## src/rtl/axi_lite_rr_mux_pkg.sv

```systemverilog
// Shared types for the AXI4-Lite round-robin mux: response encoding, FSM states,
// and the round-robin pointer advance helper.
package axi_lite_rr_mux_pkg;

  typedef logic [1:0] resp_t;

  localparam resp_t RespOkay   = 2'b00;
  localparam resp_t RespSlvErr = 2'b10;

  typedef enum logic [1:0] {MUX_IDLE, MUX_ADDR, MUX_RESP} lite_mux_state_e;

  function automatic int unsigned rr_next(input int unsigned idx, input int unsigned n);
    return (idx + 1 >= n) ? 0 : idx + 1;
  endfunction

endpackage

```

## src/rtl/axi_lite_rr_pick.sv

```systemverilog
// Combinational round-robin picker: first requester at or after ptr_i, wrapping,
// returned both one-hot and as an index.
module axi_lite_rr_pick #(
  parameter int unsigned NumReq = 4,
  parameter int unsigned IdxW   = $clog2(NumReq)
) (
  input  logic [NumReq-1:0] req_i,
  input  logic [IdxW-1:0]   ptr_i,
  output logic [NumReq-1:0] gnt_o,
  output logic [IdxW-1:0]   idx_o,
  output logic              valid_o
);

  always_comb begin
    int unsigned cand;
    gnt_o   = '0;
    idx_o   = '0;
    valid_o = 1'b0;
    cand    = 0;
    for (int unsigned k = 0; k < NumReq; k++) begin
      cand = (32'(ptr_i) + k) % NumReq;
      if (!valid_o && req_i[cand]) begin
        valid_o     = 1'b1;
        gnt_o[cand] = 1'b1;
        idx_o       = IdxW'(cand);
      end
    end
  end

endmodule

```

## src/rtl/axi_lite_rr_mux.sv

```systemverilog
// Shares one AXI4-Lite master port among NUM_REQ requesters with independent round-robin
// write and read arbiters. Define AXI_LITE_MUX_STATS_EN to add per-requester B/R counters.
module axi_lite_rr_mux
  import axi_lite_rr_mux_pkg::*;
#(
  parameter int unsigned NUM_REQ        = 4,
  parameter int unsigned AXI_ADDR_WIDTH = 32,
  parameter int unsigned AXI_DATA_WIDTH = 32
) (
  input  logic                        clk_i,
  input  logic                        rst_i,
  // requester side
  input  logic [AXI_ADDR_WIDTH-1:0]   s_aw_addr  [NUM_REQ],
  input  logic [NUM_REQ-1:0]          s_aw_valid,
  output logic [NUM_REQ-1:0]          s_aw_ready,
  input  logic [AXI_DATA_WIDTH-1:0]   s_w_data   [NUM_REQ],
  input  logic [AXI_DATA_WIDTH/8-1:0] s_w_strb   [NUM_REQ],
  input  logic [NUM_REQ-1:0]          s_w_valid,
  output logic [NUM_REQ-1:0]          s_w_ready,
  output logic [1:0]                  s_b_resp   [NUM_REQ],
  output logic [NUM_REQ-1:0]          s_b_valid,
  input  logic [NUM_REQ-1:0]          s_b_ready,
  input  logic [AXI_ADDR_WIDTH-1:0]   s_ar_addr  [NUM_REQ],
  input  logic [NUM_REQ-1:0]          s_ar_valid,
  output logic [NUM_REQ-1:0]          s_ar_ready,
  output logic [AXI_DATA_WIDTH-1:0]   s_r_data   [NUM_REQ],
  output logic [1:0]                  s_r_resp   [NUM_REQ],
  output logic [NUM_REQ-1:0]          s_r_valid,
  input  logic [NUM_REQ-1:0]          s_r_ready,
  // shared target side
  output logic [AXI_ADDR_WIDTH-1:0]   m_aw_addr,
  output logic                        m_aw_valid,
  input  logic                        m_aw_ready,
  output logic [AXI_DATA_WIDTH-1:0]   m_w_data,
  output logic [AXI_DATA_WIDTH/8-1:0] m_w_strb,
  output logic                        m_w_valid,
  input  logic                        m_w_ready,
  input  logic [1:0]                  m_b_resp,
  input  logic                        m_b_valid,
  output logic                        m_b_ready,
  output logic [AXI_ADDR_WIDTH-1:0]   m_ar_addr,
  output logic                        m_ar_valid,
  input  logic                        m_ar_ready,
  input  logic [AXI_DATA_WIDTH-1:0]   m_r_data,
  input  logic [1:0]                  m_r_resp,
  input  logic                        m_r_valid,
  output logic                        m_r_ready,
`ifdef AXI_LITE_MUX_STATS_EN
  output logic [31:0]                 wr_cnt_o   [NUM_REQ],
  output logic [31:0]                 rd_cnt_o   [NUM_REQ],
`endif
  output logic [NUM_REQ-1:0]          wr_gnt_o,
  output logic [NUM_REQ-1:0]          rd_gnt_o
);

  localparam int unsigned IdxW = $clog2(NUM_REQ);

  lite_mux_state_e wr_state_q, wr_state_d, rd_state_q, rd_state_d;
  logic [IdxW-1:0] wr_idx_q, wr_idx_d, wr_ptr_q, wr_ptr_d;
  logic [IdxW-1:0] rd_idx_q, rd_idx_d, rd_ptr_q, rd_ptr_d;
  logic            aw_done_q, aw_done_d, w_done_q, w_done_d;
  logic            wr_fin, rd_fin;

  logic [NUM_REQ-1:0] wr_pick_gnt, rd_pick_gnt;
  logic [IdxW-1:0]    wr_pick_idx, rd_pick_idx;
  logic               wr_pick_vld, rd_pick_vld;

  axi_lite_rr_pick #(.NumReq(NUM_REQ), .IdxW(IdxW)) u_wr_pick (
    .req_i   (s_aw_valid),
    .ptr_i   (wr_ptr_q),
    .gnt_o   (wr_pick_gnt),
    .idx_o   (wr_pick_idx),
    .valid_o (wr_pick_vld)
  );

  axi_lite_rr_pick #(.NumReq(NUM_REQ), .IdxW(IdxW)) u_rd_pick (
    .req_i   (s_ar_valid),
    .ptr_i   (rd_ptr_q),
    .gnt_o   (rd_pick_gnt),
    .idx_o   (rd_pick_idx),
    .valid_o (rd_pick_vld)
  );

  // Write path: AW and W may complete in either order; done flags stop a second beat.
  always_comb begin
    wr_state_d = wr_state_q;
    wr_idx_d   = wr_idx_q;
    wr_ptr_d   = wr_ptr_q;
    aw_done_d  = aw_done_q;
    w_done_d   = w_done_q;
    wr_fin     = 1'b0;
    m_aw_addr  = s_aw_addr[wr_idx_q];
    m_w_data   = s_w_data[wr_idx_q];
    m_w_strb   = s_w_strb[wr_idx_q];
    m_aw_valid = 1'b0;
    m_w_valid  = 1'b0;
    m_b_ready  = 1'b0;
    s_aw_ready = '0;
    s_w_ready  = '0;
    s_b_valid  = '0;
    for (int unsigned i = 0; i < NUM_REQ; i++) s_b_resp[i] = '0;
    unique case (wr_state_q)
      MUX_IDLE: begin
        if (wr_pick_vld) begin
          wr_idx_d   = wr_pick_idx;
          wr_ptr_d   = IdxW'(rr_next(32'(wr_pick_idx), NUM_REQ));
          wr_state_d = MUX_ADDR;
        end
      end
      MUX_ADDR: begin
        m_aw_valid           = s_aw_valid[wr_idx_q] & ~aw_done_q;
        m_w_valid            = s_w_valid[wr_idx_q] & ~w_done_q;
        s_aw_ready[wr_idx_q] = m_aw_ready & ~aw_done_q;
        s_w_ready[wr_idx_q]  = m_w_ready & ~w_done_q;
        aw_done_d            = aw_done_q | (m_aw_valid & m_aw_ready);
        w_done_d             = w_done_q | (m_w_valid & m_w_ready);
        if (aw_done_d && w_done_d) begin
          aw_done_d  = 1'b0;
          w_done_d   = 1'b0;
          wr_state_d = MUX_RESP;
        end
      end
      MUX_RESP: begin
        m_b_ready           = s_b_ready[wr_idx_q];
        s_b_valid[wr_idx_q] = m_b_valid;
        s_b_resp[wr_idx_q]  = m_b_resp;
        if (m_b_valid && m_b_ready) begin
          wr_fin     = 1'b1;
          wr_state_d = MUX_IDLE;
        end
      end
      default: wr_state_d = MUX_IDLE;
    endcase
  end

  always_comb begin
    rd_state_d = rd_state_q;
    rd_idx_d   = rd_idx_q;
    rd_ptr_d   = rd_ptr_q;
    rd_fin     = 1'b0;
    m_ar_addr  = s_ar_addr[rd_idx_q];
    m_ar_valid = 1'b0;
    m_r_ready  = 1'b0;
    s_ar_ready = '0;
    s_r_valid  = '0;
    for (int unsigned i = 0; i < NUM_REQ; i++) begin
      s_r_data[i] = '0;
      s_r_resp[i] = '0;
    end
    unique case (rd_state_q)
      MUX_IDLE: begin
        if (rd_pick_vld) begin
          rd_idx_d   = rd_pick_idx;
          rd_ptr_d   = IdxW'(rr_next(32'(rd_pick_idx), NUM_REQ));
          rd_state_d = MUX_ADDR;
        end
      end
      MUX_ADDR: begin
        m_ar_valid           = s_ar_valid[rd_idx_q];
        s_ar_ready[rd_idx_q] = m_ar_ready;
        if (m_ar_valid && m_ar_ready) rd_state_d = MUX_RESP;
      end
      MUX_RESP: begin
        m_r_ready           = s_r_ready[rd_idx_q];
        s_r_valid[rd_idx_q] = m_r_valid;
        s_r_data[rd_idx_q]  = m_r_data;
        s_r_resp[rd_idx_q]  = m_r_resp;
        if (m_r_valid && m_r_ready) begin
          rd_fin     = 1'b1;
          rd_state_d = MUX_IDLE;
        end
      end
      default: rd_state_d = MUX_IDLE;
    endcase
  end

  always_comb begin
    wr_gnt_o = '0;
    rd_gnt_o = '0;
    if (wr_state_q != MUX_IDLE) wr_gnt_o[wr_idx_q] = 1'b1;
    if (rd_state_q != MUX_IDLE) rd_gnt_o[rd_idx_q] = 1'b1;
  end

  always_ff @(posedge clk_i) begin
    if (rst_i) begin
      wr_state_q <= MUX_IDLE;
      rd_state_q <= MUX_IDLE;
      wr_idx_q   <= '0;
      rd_idx_q   <= '0;
      wr_ptr_q   <= '0;
      rd_ptr_q   <= '0;
      aw_done_q  <= 1'b0;
      w_done_q   <= 1'b0;
    end else begin
      wr_state_q <= wr_state_d;
      rd_state_q <= rd_state_d;
      wr_idx_q   <= wr_idx_d;
      rd_idx_q   <= rd_idx_d;
      wr_ptr_q   <= wr_ptr_d;
      rd_ptr_q   <= rd_ptr_d;
      aw_done_q  <= aw_done_d;
      w_done_q   <= w_done_d;
    end
  end

`ifdef AXI_LITE_MUX_STATS_EN
  logic [31:0] wr_cnt_q [NUM_REQ];
  logic [31:0] wr_cnt_d [NUM_REQ];
  logic [31:0] rd_cnt_q [NUM_REQ];
  logic [31:0] rd_cnt_d [NUM_REQ];

  // Saturating completion counters, credited to the channel owner.
  always_comb begin
    for (int unsigned i = 0; i < NUM_REQ; i++) begin
      wr_cnt_d[i] = wr_cnt_q[i];
      rd_cnt_d[i] = rd_cnt_q[i];
      if (wr_fin && wr_idx_q == IdxW'(i) && wr_cnt_q[i] != 32'hFFFF_FFFF) begin
        wr_cnt_d[i] = wr_cnt_q[i] + 32'd1;
      end
      if (rd_fin && rd_idx_q == IdxW'(i) && rd_cnt_q[i] != 32'hFFFF_FFFF) begin
        rd_cnt_d[i] = rd_cnt_q[i] + 32'd1;
      end
      wr_cnt_o[i] = wr_cnt_q[i];
      rd_cnt_o[i] = rd_cnt_q[i];
    end
  end

  always_ff @(posedge clk_i) begin
    for (int unsigned i = 0; i < NUM_REQ; i++) begin
      if (rst_i) begin
        wr_cnt_q[i] <= '0;
        rd_cnt_q[i] <= '0;
      end else begin
        wr_cnt_q[i] <= wr_cnt_d[i];
        rd_cnt_q[i] <= rd_cnt_d[i];
      end
    end
  end
`endif

endmodule

```

## config.mk

```make
export PLATFORM = sky130hd
export DESIGN_NAME = axi_lite_rr_mux
export DESIGN_NICKNAME = d
export VERILOG_FILES = /design/src/rtl/axi_lite_rr_mux_pkg.sv /design/src/rtl/axi_lite_rr_pick.sv /design/src/rtl/axi_lite_rr_mux.sv
export SDC_FILE = /design/constraint.sdc
export NUM_CORES = 1
export LEC_CHECK = 0
export ABC_AREA = 1
export BUFFER_PORTS_ARGS = -buffer_cell sky130_fd_sc_hd__buf_2
export CAP_MARGIN = 10
export CORE_AREA = 2 2 287 289
export CTS_CLUSTER_SIZE = 16
export DETAILED_ROUTE_END_ITERATION = 6
export DIE_AREA = 0 0 289 291
export GPL_TIMING_DRIVEN = 0
export PLACE_DENSITY = 0.37
export SLEW_MARGIN = 20
export SYNTH_ARGS = -nofsm -noshare
export SYNTH_HDL_FRONTEND = slang
export SYNTH_SLANG_ARGS = --single-unit
```

## constraint.sdc

```tcl
create_clock -name clk_i -period 1.97 [get_ports clk_i]
set_input_delay 0.197 -clock clk_i [delete_from_list [all_inputs] [get_ports clk_i]]
set_output_delay 0.197 -clock clk_i [all_outputs]
set_load 0.03 [all_outputs]
```

==> metrics.txt, run 1 <==
Die Area 84100 um^2; CP max FO 5; CTS tree yes; # hold bufs at CTS 0; Clock transition at path regs 0.06 ns; most common cell after layout, fill and taps aside buf_2; syn_nets 1298; Sink Count 14; relative slew slack 35.3%; worst hold start m_w_ready; Worst Tran Pin Value 0.970 ns; Vias per Instance 3.44; Leakage 0.00565 uW; root buffer cell clkbuf_16; CP endpoint kind output port; first-pass GRT wire length 66500 um; total wire length 50700 um; GRT Util Overall 11.2%; Hold Fails Final Rpt 0; Seq/Total Area, Yosys 6.50%; maxcap violations 0; largest net degree at the start of global routing 11; initial antenna violation count 19; Synth Register Bits 14; Ys Warns 0; Synth Area per Inst 5.17 um^2; share of cells above drive strength 1 60.6%; Placed Area 9360 um^2; Max Slew Vio Count 0; Post-Syn Area 4310 um^2; DRC viols 0; post-route ant nets 0; TritonCTS Buffers 3; Synth top area share 30.1%; Final Util 13.4%; Synth cell types 32; Layout fillers 9616; WS Path Type reg2out; required time of the critical path 1.77 ns; Layout area overhead 153%; maximum clock frequency 0.503 GHz; hpwl dp 44600 um; final setup margin -0.0169 ns; critical path data arrival time 1.79 ns; largest cells by area after synthesis a22oi_1, nand2_1, nor2_1; Hold Path Class in2reg; commonest cells after routing, fill and taps aside buf_2, nand2_1, nor2_1; first drt pass iteration count 5; CTS H-tree lvls 1; row count 105; pre-CTS setup slack -1.13 ns; Die Y 291 um; RSZ-0062 raised after global routing yes; port bufs 738; Die W 289 um; total gr overflow 0; failing checks setup timing; Period minus WS final 1.99 ns; PD cells 1190 nW/um^2; start of the worst register-to-register path wr_ptr_q[0]$_SDFFE_PP0P_; CP Launch Point wr_idx_q[0]$_SDFFE_PP0P_; deepest clock path buffer count 2; post-synthesis cell count 834; skew final 0.00136 ns; crit start category register; # nets final 2078; Initial Utilization 5.31%; via count 9268; final instance area 10900 um^2; wire length per cell 18.8 um; First DRT Iteration DRCs 604; status finished with violations; Synth area leader a22oi_1; total power 13000 uW; Peak VDD IR 0.588 mV; Final GP Congestion 0.872; worst hold margin 0.287 ns; boundary pin count 740; area of the multi-input gates 4040 um^2; Core Box Area 81200 um^2; Finish-stage setup viols 1; number of global-route vias before repair 8798; Clock Latency Late Sink 0.26 ns; Final Cycle Share 101%; register area 300 um^2
[cells in the mapped netlist]
cell,count
dfxtp_1,14
inv_1,28
nor3_1,11
nand3_1,42
inv_4,1
nand4_1,4
clkbuf_1,35
o221ai_2,1
a22oi_1,173
buf_1,13
a21oi_1,13
nand3b_1,1
nor2_2,3
o22ai_1,1
nor2_4,2
a221oi_1,1
nand3_2,3
o21ai_1,8
o21ai_2,6
nand2_1,248
nand2_2,8
a21oi_2,2
ha_1,1
nor2_1,183
buf_6,1
o21ai_0,3
inv_2,13
buf_4,1
nand3b_4,1
buf_2,11
nand2_4,1
xor2_2,1
[final timing paths]
check	end	slack (ns)	cells past startpoint
max reg2reg	wr_ptr_q[1]$_SDFFE_PP0P_	0.16	13
min	aw_done_q$_SDFFE_PP0P_	0.29	4
min reg2reg	w_done_q$_SDFFE_PP0P_	0.48	2
max	m_w_data[11]	-0.02	8
[kinds of logic (layout without fill, tap and decap cells)]
kind of cell,after synthesis,in the layout,share of synthesized area [%]
and+or+nand+nor,507,507,48.0
adders and majority gates,1,1,0.290
xor gates and xnor gates,1,1,0.377
other,0,11,0
DFF,14,14,6.50
buffers and inverters,103,882,9.61
AOI/OAI and AO/OA,208,208,35.2
[state kept, by name, indices dropped and copies added, names as in the netlist, named ones only]
name        flops
aw_done_q       1
wr_ptr_q        2
w_done_q        1
rd_state_q      2
wr_idx_q        2
wr_state_q      2
rd_idx_q        2
rd_ptr_q        1
[per-layer routing]
metal	routed length [um]	global-route usage, %	vias up	share of wire (%)
met5	49	0	-	0.097
met4	888	2.56	8	1.8
met3	4130	2.86	45	8.1
met2	23300	18.1	501	46
met1	22400	14.9	4257	44
li1	-	-	4457	-
[repair_timing]
item,CTS,global route
setup endpoints to repair,269,129
pin swaps,21,25
buffers inserted,24,11
gates cloned,0,1
gates resized for setup,220,132
[power by group]
group | internal, uW | switching (uW) | leakage, uW | total, uW
sequential | 400 | 150 | 0.000119 | 550
clock | 310 | 160 | 0.0000442 | 470
combinational | 4110 | 7820 | 0.00549 | 11900
total | 4820 | 8140 | 0.00565 | 13000
[stage by stage]
step                      instances  setup TNS (ns)
final                          2694         -0.0169
after global routing           2689          -0.751
after CTS                      2671          -0.443
after detailed placement       2643          -94.75
after global placement         2642         -134.57
after floorplan                 834               0
[worst max-delay path, stage by stage (launching register included)]
cell and delay [ns]:
dfxtp_4 0.37, inv_6 0.08, nor2_4 0.05, buf_12 0.13
buf_8 0.13, buf_12 0.13, a22oi_2 0.29, nand3_1 0.16
buf_6 0.17
[layout make-up]
type / instances / area share [%]
inverter: 42 / 1.90
buffer: 61 / 5.62
sequential: 14 / 2.75
timing repair buffer: 775 / 39.4
clock buffer: 4 / 0.814
tap: 1070 / 12.3
multi-input combinational: 717 / 37.0
antenna: 11 / 0.252
(Power assumes the default switching activity.)
==> inputs of run 2 (changes only) <==
--- a/config.mk
+++ b/config.mk
@@ -8,10 +8,10 @@
 export ABC_AREA = 1
 export BUFFER_PORTS_ARGS = -buffer_cell sky130_fd_sc_hd__buf_2
 export CAP_MARGIN = 10
-export CORE_AREA = 2 2 287 289
+export CORE_AREA = 4 4 289 291
 export CTS_CLUSTER_SIZE = 16
 export DETAILED_ROUTE_END_ITERATION = 6
-export DIE_AREA = 0 0 289 291
+export DIE_AREA = 0 0 293 295
 export GPL_TIMING_DRIVEN = 0
 export PLACE_DENSITY = 0.37
 export SLEW_MARGIN = 20
==> run 2 against run 1 <==
Effect of this change: flip-flop and latch count stayed put; the run now ends clean; critical endpoint is now m_w_data[3]; hold slack improved by 0.016 ns; global-route usage increased by 0.096 points; setup slack better by 0.028 ns; combinational power is 3% higher.
==> metrics.txt, run 2 (synthesis results as in run 1) <==
RSZ-0062 raised after global routing yes (unchanged); switching part of the total power 62.3% (was 62.8%); worst hold start m_ar_ready (was m_w_ready); boundary pin count 740 (unchanged); relative slew slack 44.3% (was 35.3%); Sequential Power Share 4.2% (about the same); TritonCTS Buffers 3 (unchanged); wire length per cell 20.2 um (was 18.8 um); Core Box Area 80500 um^2 (was 81200 um^2); Hold Path End rd_state_q[1]$_SDFFE_PP0P_ (was aw_done_q$_SDFFE_PP0P_); Period minus WS final 1.96 ns (was 1.99 ns); commonest cells after routing, fill and taps aside buf_2, nand2_1, nor2_1 (unchanged); clock share of power 3.6% (about the same); Hold Path Class in2reg (unchanged); net switching power 8330 uW (was 8140 uW); Layout fillers 9537 (was 9616); required time of the critical path 1.77 ns (about the same); WS Path Type reg2out (unchanged); PD cells 1200 nW/um^2 (was 1190 nW/um^2); Die Area 86400 um^2 (was 84100 um^2); Placed Area 9360 um^2 (about the same); DRC viols 0 (unchanged); first drt pass iteration count 5 (unchanged); skew final 0.000981 ns (was 0.00136 ns); Clock Latency Late Sink 0.26 ns (about the same); Final Cycle Share 99.4% (was 101%); Final GP Congestion 0.884 (was 0.872); most common cell after layout, fill and taps aside buf_2 (unchanged); row count 104 (was 105); R2R depth 12 (was 13); Peak VDD IR 0.654 mV (was 0.588 mV); post-route ant nets 0 (unchanged); Die W 293 um (was 289 um); total gr overflow 0 (unchanged); CTS H-tree lvls 1 (unchanged); maxcap violations 0 (unchanged); hpwl dp 47200 um (was 44600 um); CTS tree yes (unchanged); Sink Count 14 (unchanged); final setup margin 0.0116 ns (was -0.0169 ns); number of global-route vias before repair 9059 (was 8798); Clock transition at path regs 0.06 ns (about the same); share of cells above drive strength 1 62.2% (was 60.6%); Combinational Power Share 92.3% (was 92.1%); Final Util 13.9% (was 13.4%); # nets final 2080 (was 2078); CP endpoint kind output port (unchanged); port bufs 738 (unchanged); Initial Utilization 5.35% (was 5.31%); via count 9395 (was 9268); Max Slew Vio Count 0 (unchanged); Hold Fails Final Rpt 0 (unchanged); initial antenna violation count 21 (was 19); Finish-stage setup viols 0 (was 1); Leakage 0.00575 uW (was 0.00565 uW); maximum clock frequency 0.511 GHz (was 0.503 GHz); R2R setup slack 0.16 ns (about the same); final instance area 11200 um^2 (was 10900 um^2); largest net degree at the start of global routing 14 (was 11); total power 13400 uW (was 13000 uW); Vias per Instance 3.51 (was 3.44); crit start category register (unchanged); hold depth 5 (was 4); Layout area overhead 159% (was 153%); deepest clock path buffer count 2 (unchanged); reg2reg end wr_ptr_q[1]$_SDFFE_PP0P_ (unchanged); Int Pwr 5030 uW (was 4820 uW); root buffer cell clkbuf_16 (unchanged); pre-CTS setup slack -0.852 ns (was -1.13 ns); CP max FO 5 (unchanged); Worst Tran Pin Value 0.835 ns (was 0.970 ns); First DRT Iteration DRCs 568 (was 604); total wire length 54200 um (was 50700 um); critical path data arrival time 1.76 ns (was 1.79 ns); Die Y 295 um (was 291 um); status complete, no violations (was finished with violations); start of the worst register-to-register path wr_ptr_q[0]$_SDFFE_PP0P_ (unchanged); GRT Util Overall 11.3% (was 11.2%); first-pass GRT wire length 69800 um (was 66500 um)
-- run 2: timing repair --
| item | 4_1_cts | 5_1_grt |
|---|---|---|
| pin swaps | 21 | 30 |
| setup buffers | 27 | 10 |
| endpoints found under the setup margin | 270 | 180 |
| resized for setup | 287 | 136 |
| cloned | 2 | 2 |
| hold buffers | 0 | 0 |
-- run 2: power by group through the flow --
stage / Combinational [uW] / Clock, uW / Sequential [uW]
2_1_floorplan: 6150 / 0 / 461
3_3_place_gp: 10100 / 0 / 483
3_5_place_dp: 10100 / 0 / 486
4_1_cts: 11800 / 511 / 549
5_1_grt: 13100 / 522 / 577
6_report: 12300 / 477 / 558
-- run 2: how the worst max path moves through the flow --
stage                          startpoint             to  slack (ns)
6_report         wr_idx_q[1]$_SDFFE_PP0P_    m_w_data[3]        0.01
3_3_place_gp     rd_idx_q[0]$_SDFFE_PP0P_  m_ar_addr[24]       -1.21
5_1_grt          wr_idx_q[1]$_SDFFE_PP0P_   m_w_data[14]       -0.06
2_1_floorplan    rd_idx_q[0]$_SDFFE_PP0P_      m_r_ready        0.21
4_1_cts          wr_idx_q[0]$_SDFFE_PP0P_     m_aw_valid       -0.07
3_5_place_dp   rd_state_q[1]$_SDFFE_PP0P_   s_r_data[23]       -0.85
-- run 2: critical path, cell delays in order (launching register included) --
cell and delay, ns:
dfxtp_4 0.44, nor2_4 0.06, buf_12 0.13, buf_8 0.13
clkbuf_16 0.16, a22oi_2 0.27, nand3_1 0.14, buf_6 0.16
-- run 2: metal layers --
metal / GRT usage, % / share of wire, % / wire length (um)
met2: 18.4 / 46 / 25000
met3: 3.49 / 8.9 / 4820
met4: 2.09 / 2.0 / 1110
met1: 14.9 / 43 / 23200
met5: 0 / 0.14 / 78
-- run 2: layout make-up --
| cell class | instances | area [um^2] | share of cell area, % |
|---|---|---|---|
| Timing Repair Buffer | 779 | 4440 | 39.8 |
| Multi-Input combinational cell | 717 | 4180 | 37.4 |
| Tap cell | 1060 | 1330 | 11.9 |
| Buffer | 59 | 604 | 5.41 |
| Sequential cell | 14 | 300 | 2.69 |
| Inverter | 42 | 219 | 1.96 |
| Clock buffer | 4 | 88.8 | 0.796 |
| Antenna cell | 3 | 7.51 | 0.0672 |
-- run 2: through the flow --
step,instances,hold WS (ns),TNS (ns)
3_3_place_gp,2632,0.468,-167.79
3_5_place_dp,2634,0.462,-128.07
2_1_floorplan,834,0.417,0
5_1_grt,2676,0.320,-0.390
4_1_cts,2666,0.294,-0.367
6_report,2678,0.303,0
==> inputs of run 3 (changes only) <==
==> constraint.sdc (replaced) <==
create_clock -name clk_i -period 2 [get_ports clk_i]
set_input_delay 0.2 -clock clk_i [delete_from_list [all_inputs] [get_ports clk_i]]
set_output_delay 0.2 -clock clk_i [all_outputs]
set_load 0.03 [all_outputs]
==> run 3 against run 2 <==
Effect of this change: the run now ends with setup timing left; non-clock buffer count fell by 6; global-route usage fell by 0.051 points; power down 5.1%; routed wire length fell by 0.78%; count of clock-buffer cells in the layout is the same; die area stayed put; sequential share of layout area is essentially flat; critical path type unchanged.
==> metrics.txt, run 3 (synthesis results as in run 1) <==
status finished with violations (was complete, no violations); failing checks setup timing; initial antenna violation count 21 (unchanged); hpwl dp 47200 um (unchanged); Die W 293 um (unchanged); post-route ant nets 0 (unchanged); Die Area 86400 um^2 (unchanged); Core Box Area 80500 um^2 (unchanged); Worst Tran Pin Value 0.903 ns (was 0.835 ns); relative slew slack 39.8% (was 44.3%); Die Y 295 um (unchanged); RSZ-0062 raised after global routing yes (unchanged); final instance area 10800 um^2 (was 11200 um^2); TritonCTS Buffers 3 (unchanged); total wire length 53800 um (was 54200 um); share of cells above drive strength 1 61.0% (was 62.2%); register area 297 um^2 (was 300 um^2); CP max FO 5 (unchanged); Initial Utilization 5.35% (unchanged); Max Slew Vio Count 0 (unchanged); required time of the critical path 1.80 ns (was 1.77 ns); final setup margin -0.00601 ns (was 0.0116 ns); PD cells 1170 nW/um^2 (was 1200 nW/um^2); port bufs 738 (unchanged); maximum clock frequency 0.499 GHz; Layout area overhead 151% (was 159%); Vias per Instance 3.47 (was 3.51); row count 104 (unchanged); most common cell after layout, fill and taps aside buf_2 (unchanged); CP endpoint kind output port (unchanged); GRT Util Overall 11.3% (about the same); Hold Fails Final Rpt 0 (unchanged); R2R setup slack 0.15 ns (was 0.16 ns); Leakage 0.00561 uW (was 0.00575 uW); First DRT Iteration DRCs 478 (was 568); Hold Path Class in2reg (unchanged); Peak VDD IR 0.591 mV (was 0.654 mV); pre-CTS setup slack -0.825 ns (was -0.852 ns); deepest clock path buffer count 2 (unchanged); WS Path Type reg2out (unchanged); # hold bufs at CTS 0 (unchanged); Period minus WS final 2.01 ns; Final Cycle Share 100%; commonest cells after routing, fill and taps aside buf_2, nand2_1, nor2_1 (unchanged); boundary pin count 740 (unchanged); wire length per cell 20.1 um (was 20.2 um); Layout fillers 9567 (was 9537); # nets final 2074 (was 2080); Clock transition at path regs 0.06 ns (about the same); first-pass GRT wire length 69500 um (was 69800 um); Final Util 13.5% (was 13.9%); critical path data arrival time 1.81 ns (was 1.76 ns); CTS tree yes (unchanged); Sink Count 14 (unchanged); Finish-stage setup viols 2 (was 0); R2R depth 12 (unchanged); skew final 0.000956 ns (was 0.000981 ns); first drt pass iteration count 5 (unchanged); crit start category register (unchanged); root buffer cell clkbuf_16 (unchanged); final setup TNS -0.00716 ns (was 0 ns); Final GP Congestion 0.884 (unchanged); total gr overflow 0 (unchanged); Placed Area 9360 um^2 (unchanged); DRC viols 0 (unchanged); hold depth 5 (unchanged); Clock Latency Late Sink 0.27 ns (was 0.26 ns); maxcap violations 0 (unchanged); CTS H-tree lvls 1 (unchanged); largest net degree at the start of global routing 14 (unchanged); via count 9276 (was 9395); area of the multi-input gates 4070 um^2 (was 4180 um^2); number of global-route vias before repair 9006 (was 9059)
## run 3: cell types whose count changed in the layout (fill, tap and decap cells not counted), moves of 4 or more
cell | before | now
buf_2 | 668 | 699
buf_4 | 70 | 50
buf_6 | 36 | 25
a22oi_1 | 120 | 130
a22oi_2 | 53 | 43
nand2_4 | 11 | 4
nand2_2 | 36 | 40
## run 3: worst paths after layout
check / from / end
setup / recovery: wr_idx_q[1]$_SDFFE_PP0P_ / m_w_data[3]
hold reg to reg: w_done_q$_SDFFE_PP0P_ / w_done_q$_SDFFE_PP0P_
setup reg to reg: wr_idx_q[1]$_SDFFE_PP0P_ / wr_state_q[1]$_SDFFE_PP0P_
hold / removal: m_ar_ready / rd_state_q[1]$_SDFFE_PP0P_
## run 3: layer usage
layer	GRT usage (%)	share of wire (%)
met4	2.13	2.0
met2	18.3	46
met3	3.93	9.5
met5	0	0.17
met1	14.5	42
## run 3: power by group
part	switching, uW	leakage (uW)	internal, uW
Clock	162	0.0000442	306
Combinational	7730	0.00545	3930
Sequential	162	0.000119	391
## run 3: repair_timing
| item | CTS | global route |
|---|---|---|
| resized for setup | 222 | 122 |
| gates cloned | 0 | 3 |
| endpoints found under the setup margin | 270 | 179 |
| pin swaps | 13 | 26 |
| buffers inserted | 20 | 11 |
## run 3: cell type report
class | count | area share (%)
Inverter | 42 | 2.04
Tap cell | 1060 | 12.2
Timing Repair Buffer | 773 | 39.2
Multi-Input combinational cell | 717 | 37.6
Antenna cell | 3 | 0.0693
Sequential cell | 14 | 2.74
Buffer | 59 | 5.31
Clock buffer | 4 | 0.820
## run 3: through the flow
step | hold WS, ns | total power (uW) | std cells
final | 0.306 | 12700 | 2672
after global routing | 0.323 | 13600 | 2670
after CTS | 0.297 | 12200 | 2657
after detailed placement | 0.462 | 10400 | 2634
after global placement | 0.468 | 10400 | 2632
after floorplan | 0.420 | 6510 | 834
## run 3: critical path, stage by stage (launching register included)
cell,delay [ns]
dfxtp_4,0.45
nor2_4,0.07
buf_12,0.14
buf_8,0.14
clkbuf_16,0.16
a22oi_2,0.27
nand3_1,0.14
buf_6,0.16
